==> src/rtl/register_file.sv <==
// RV32I integer register file: 31 storage slots (x1..x31), x0 hardwired to zero,
// two combinational read ports and one clocked write port with no read bypass.

module register_file_slot (
  input  logic        Clk,
  input  logic        Rst,
  input  logic        we,
  input  logic [31:0] d,
  output logic [31:0] q
);
  always_ff @(posedge Clk) begin
    if (!Rst)    q <= '0;
    else if (we) q <= d;
  end
endmodule

module register_file (
  input  logic [4:0]  RS1Sel,
  input  logic [4:0]  RS2Sel,
  input  logic [4:0]  RDSel,
  input  logic        wen,
  output logic [31:0] RS1Dat,
  output logic [31:0] RS2Dat,
  input  logic [31:0] RDDat,
  input  logic        Clk,
  input  logic        Rst
);
  localparam int NUM_REGS = 32;
  localparam int DAT_W    = 32;

  logic [NUM_REGS-1:0][DAT_W-1:0] regs;

  // Slot 0 has no storage; tying it to zero lets reads index regs directly.
  assign regs[0] = '0;

  genvar i;
  generate
    for (i = 1; i < NUM_REGS; i++) begin : g_slot
      localparam logic [4:0] IDX = 5'(i);
      register_file_slot u_slot (
        .Clk (Clk),
        .Rst (Rst),
        .we  (wen && (RDSel == IDX)),
        .d   (RDDat),
        .q   (regs[i])
      );
    end
  endgenerate

  assign RS1Dat = regs[RS1Sel];
  assign RS2Dat = regs[RS2Sel];
endmodule

==> config.mk <==
export PLATFORM = sky130hd
export DESIGN_NAME = register_file
export DESIGN_NICKNAME = d
export VERILOG_FILES = /design/src/rtl/register_file.sv
export SDC_FILE = /design/constraint.sdc
export NUM_CORES = 2
export LEC_CHECK = 0
export BUFFER_PORTS_ARGS = -buffer_cell sky130_fd_sc_hd__buf_2
export CAP_MARGIN = 40
export CORE_MARGIN = 4
export CORE_UTILIZATION = 45
export DETAILED_ROUTE_END_ITERATION = 7
export GPL_TIMING_DRIVEN = 1
export PLACE_DENSITY = 0.66
export SLEW_MARGIN = 20
export SYNTH_ARGS = -nofsm -noshare
export SYNTH_HDL_FRONTEND = slang
export SYNTH_SLANG_ARGS = --single-unit
==> constraint.sdc <==
create_clock -name Clk -period 3.8 [get_ports Clk]
set_input_delay 0.76 -clock Clk [delete_from_list [all_inputs] [get_ports Clk]]
set_output_delay 0.76 -clock Clk [all_outputs]
set_load 0.03 [all_outputs]
# Yosys cells after proc, flatten, opt, wreduce, memory -nomap -nowiden

Cells that the tools add are included.
W data, S select, Z words.

Flip-flop bits (word level): 992
Bits of input ports: 50
Output and inout port bits: 64
Word-level logic and storage cells: 99

$lt $le $gt $ge: 2
Eq/ne operators: 31
Multiplexer cells: 4
Reductions and logical operators: 31

Operator list:

| cell                 | number |
|---|---|
| $bmux W32 S5         | 2 |
| $eq A5 B5 Y1 const B | 16 |
| $mux W32             | 2 |
| $eq A5 B4 Y1 const B | 8 |
| $logic_and A1 B1 Y1  | 31 |
| $eq A5 B3 Y1 const B | 4 |
| $lt A5 B6 Y1 const B | 2 |
| $eq A5 B2 Y1 const B | 2 |
| $eq A5 B1 Y1 const B | 1 |

# Longest topological paths before layout

Word-level depth: 2
Mapped depth: 8
Mapped depth without buffers: 4

# Cells and area by module

From an unflattened synthesis, not the netlist that was laid out.

Cell total of the unflattened synthesis: 4,653
Area, all modules: 54,877.6 um^2

By module, submodules not included:

| module             | times used | cells an instance | area each (um^2) | sequential area each (um^2) |
|---|---|---|---|---|
| register_file_slot | 31         | 103               | 1,243.7          | 640.6 |
| register_file      | 1          | 1,460             | 16,323.2         | 0.0 |

# Worst setup path after synthesis

No wires, ideal clock.

Path kind: input to output
Start point: in RS1Sel[0]
End point: out RS1Dat[0]
Data arrival time: 2.766 ns
Required time: 3.040 ns
Slack: 0.274 ns
Stages on the path: 8
Buffers on the path: 4
Path through: buf_2 > buf_2 > buf_2 > buf_2 > mux2i_1 > o22ai_1 > a211oi_1 > o31ai_1

Cells in the longest elaborated chain, start to end: 2

Ends and longest elaborated chain:

| item                           | RTL line | text |
|---|---|---|
| start: declaration             | 18       | `input logic [4:0] RS1Sel,` |
| $bmux W32 S5                   | 50       | `assign RS1Dat = regs[RS1Sel];` |
| $mux W32 (implied by the code) | 50       |  |
| end: declaration               | 22       | `output logic [31:0] RS1Dat,` |

Every way passes these cells. The select of a mux whose other input is x is not followed.

# Worst setup path after layout

Start point: in RS2Sel[0]
End point: out RS2Dat[1]

Cells in the longest elaborated chain, start to end: 2

Ends and longest elaborated chain:

| item                           | RTL line | text |
|---|---|---|
| start: declaration             | 19       | `input logic [4:0] RS2Sel,` |
| $bmux W32 S5                   | 51       | `assign RS2Dat = regs[RS2Sel];` |
| $mux W32 (implied by the code) | 51       |  |
| end: declaration               | 23       | `output logic [31:0] RS2Dat,` |

Every way passes these cells. The select of a mux whose other input is x is not followed.

==> run_results.csv <==
group,metric,value,unit
final_layout,syn2layout_area_growth,13.57,%
critical_path,cp_max_fo,31,
critical_path,worstSetupPathType,"in2out",
routing,routedWlPerCell,29.42,µm
final_layout,fin_nets,5551,
synth,syn_inst,5618,
final_layout,nFillCells,10260,
synth,ys_top_cells_by_count,"nand2_1 (2,017), dfxtp_1 (992), a21boi_0 (935)",
final_layout,multi_input_area,30640,µm²
critical_path,worstPathCellList,"buf_12 > buf_12 > mux4_2 > mux4_2 > mux2_2 > buf_2",
synth,syn_nets,5668,
power_and_ir_drop,p_leak,19.78,nW
critical_path,worstPathArrival,3000,ps
critical_path,cp.required,3040,ps
synth,synth.most_common_cell,"nand2_1",
routing,drc,0,
critical_path,critPathBufInv,3,
sta,finalCritPeriodShare,0.9903,
clock_network,cts_sinks,992,
routing,avgViaCountPerCell,6.464,
floorplan,die_x,350.2,µm
synth,synth_seq_area_share,0.3768,
placement,dp.final_hpwl,129000,µm
critical_path,crit_path_max_incr_delay,520,ps
synth,synth_top_area_cell,"dfxtp_1",
power_and_ir_drop,vdd_ir_drop_max,0.0003342,V
clock_network,h-tree-depth,3,
synth,synth_edf_count,0,
clock_network,clkTransAtPathRegs,70,ps
floorplan,core_area,116200,µm²
placement,dpl.cell_count,6918,
global_route,met2_usage,0.5079,
synth,syn_area,52700,µm²
clock_network,clock_path_buffers,3,
synth,synth_cell_types,31,
floorplan,die-area,122600,µm²
run,drv_cap,0,
global_route,grt_max_degree,116,
global_route,grtUsageTotal,0.3354,
floorplan,dieHeight,350.2,µm
clock_network,worstSkewPairLatency,690,ps
sta,hold_violations,0,
final_layout,stdcell_count,7123,
placement,pre_cts_slack,-58.94,ps
placement,io_buffers,113,
synth,ys.flop_type,"dfxtp_1",
final_layout,regMostFlops,"g_slot.u_slot.q",
global_route,top_usage_layer,"met2",
critical_path,start_kind,"input pin",
synth,async_reset_ff_frac,0,
global_route,use_met3,0.08043,
synth,syn_avg_cell_area,9.380,µm²
sta,worst_pin_slew,920.2,ps
sta,rsz0062_at_grt,"no",
floorplan,boundaryPins,114,
routing,drtIter0Drc,6473,
routing,ant_nets,0,
sta,worst_slack,36.85,ps
final_layout,ff_latch_area,19860,µm²
final_layout,layout-drive-gt1-share,0.2162,
final_layout,reg_top3,"g_slot.u_slot.q x992",
hold_path,hold_class,"reg2reg",
clock_network,post_cts.repair.setup_buffers,0,
floorplan,rows,125,
sta,finClkSkew,0,ps
sta,drv_slew,0,
synth,netlist.area_leader.share,0.3768,
sta,period_minus_slack,3763,ps
routing,via_count,46050,
sta,max_freq,265.7,MHz
critical_path,slowest_stage,"mux4_2",
clock_network,cts_tree,"done",
routing,firstDrtPassIters,5,
synth,yosys_warnings,0,
clock_network,cts_root_buf,"clkbuf_16",
critical_path,cp-end-kind,"output pin",
synth,ys_seq_elements,992,
sta,setup_violations,0,
global_route,antenna_found_initial,17,
power_and_ir_drop,pwr_density_cell,392.7,nW/µm²
global_route,grt_pass1_wl,304000,µm
final_layout,largest_reg_flops,992,
placement,gp_congestion,0.9245,
run_status,status,"complete, no violations",
clock_network,cts_made_buffers,105,
global_route,use_met1,0.4293,
sta,relSlewSlack,0.3866,
global_route,grt_pass1_vias,43980,
synth,synthTopCellsByArea,"dfxtp_1 (38%), mux4_2 (21%), nand2_1 (14%)",
global_route,overflow,0,
floorplan,start_util,0.4535,
routing,wirelength,209500,µm
critical_path,path_delay_family,"multiplexers",
==> final cells by class <==
cell class | instances | area share
Inverter | 1 | 0.00006272
Tap cell | 1524 | 0.03186
Timing Repair Buffer | 376 | 0.06307
Multi-Input combinational cell | 4025 | 0.5119
Clock inverter | 48 | 0.009052
Clock buffer | 149 | 0.05187
Sequential cell | 992 | 0.3318
Antenna cell | 8 | 0.0003345
==> cell families (layout without fill, tap and decap cells) <==
logic type,Yosys count,after routing,synth area share
DFF,992,992,0.3768
buffers and inverters,601,574,0.04651
AOI/OAI and AO/OA,1248,1248,0.1785
muxes,672,672,0.2439
other,0,8,0
and+or+nand+nor,2105,2105,0.1542
==> tightest hold or removal path: stages (launching register included) <==
cell	delay, ps
dfxtp_1	320
nand2_1	60
a21boi_1	50
==> stage by stage <==
step	hold WS (ps)	cell area (µm²)	utilization	TNS [ps]	power, mW
global placement	453.6	56160	0.4833	-117.5	12.71
detailed placement	464.2	56180	0.4834	-329.6	12.73
global route	491.9	59830	0.5149	0	24.01
floorplan	441.9	52700	-	0	11.96
CTS	473.0	59830	0.5149	0	23.51
finish	474.9	59850	0.5150	0	23.50
==> final timing paths <==
kind	to	startpoint	slack, ps	cells past startpoint
min	g_slot[19].u_slot.q[20]	g_slot[19].u_slot.q[20]	470	2
min reg2reg	g_slot[19].u_slot.q[20]	g_slot[19].u_slot.q[20]	470	2
max reg2reg	g_slot[13].u_slot.q[7]	g_slot[13].u_slot.q[7]	3020	2
max	RS2Dat[1]	RS2Sel[0]	40	6
==> layout by cell type, fill, tap and decap left out, types with 3 or more instances in the layout <==
cell type / synthesis / routed
inv_6: 0 / 5
clkbuf_1: 462 / 14
o21ai_0: 32 / 32
nand2_1: 2017 / 1985
dfxtp_1: 992 / 992
buf_8: 0 / 4
a21boi_1: 57 / 57
nand4b_1: 3 / 3
buf_12: 0 / 94
and2_1: 39 / 33
nor2b_4: 0 / 4
a211oi_1: 32 / 32
clkbuf_16: 0 / 106
bufinv_16: 0 / 9
clkinv_4: 0 / 3
buf_4: 12 / 174
nand2_2: 0 / 32
and4b_1: 3 / 3
o31ai_1: 32 / 32
o22ai_1: 32 / 32
clkinvlp_4: 0 / 8
a21boi_0: 935 / 935
nor2_4: 0 / 13
and2_2: 0 / 16
mux4_2: 480 / 480
a22o_1: 128 / 128
buf_2: 84 / 103
diode_2: 0 / 8
mux2i_1: 96 / 96
clkinv_2: 0 / 21
nor3_2: 0 / 4
clkbuf_8: 0 / 29
mux2_2: 96 / 96
==> report_power, final <==
group / internal, mW / switching, mW
clock: 6.31 / 4.63
combinational: 0.755 / 1.26
sequential: 10.5 / 0.0645
total: 17.5 / 5.96
==> what timing repair did <==
item	CTS	global route
gates resized for setup	1	0
hold buffers	0	0
endpoints found under the hold margin	0	0
endpoints found under the setup margin	15	0
==> metal layers <==
layer	vias to the layer above	wire length [µm]
met5	-	69
met4	10	16140
met3	901	25420
met2	3221	91200
met1	22500	76710
li1	19420	-
Note: power is estimated with default switching activity, not from simulation.
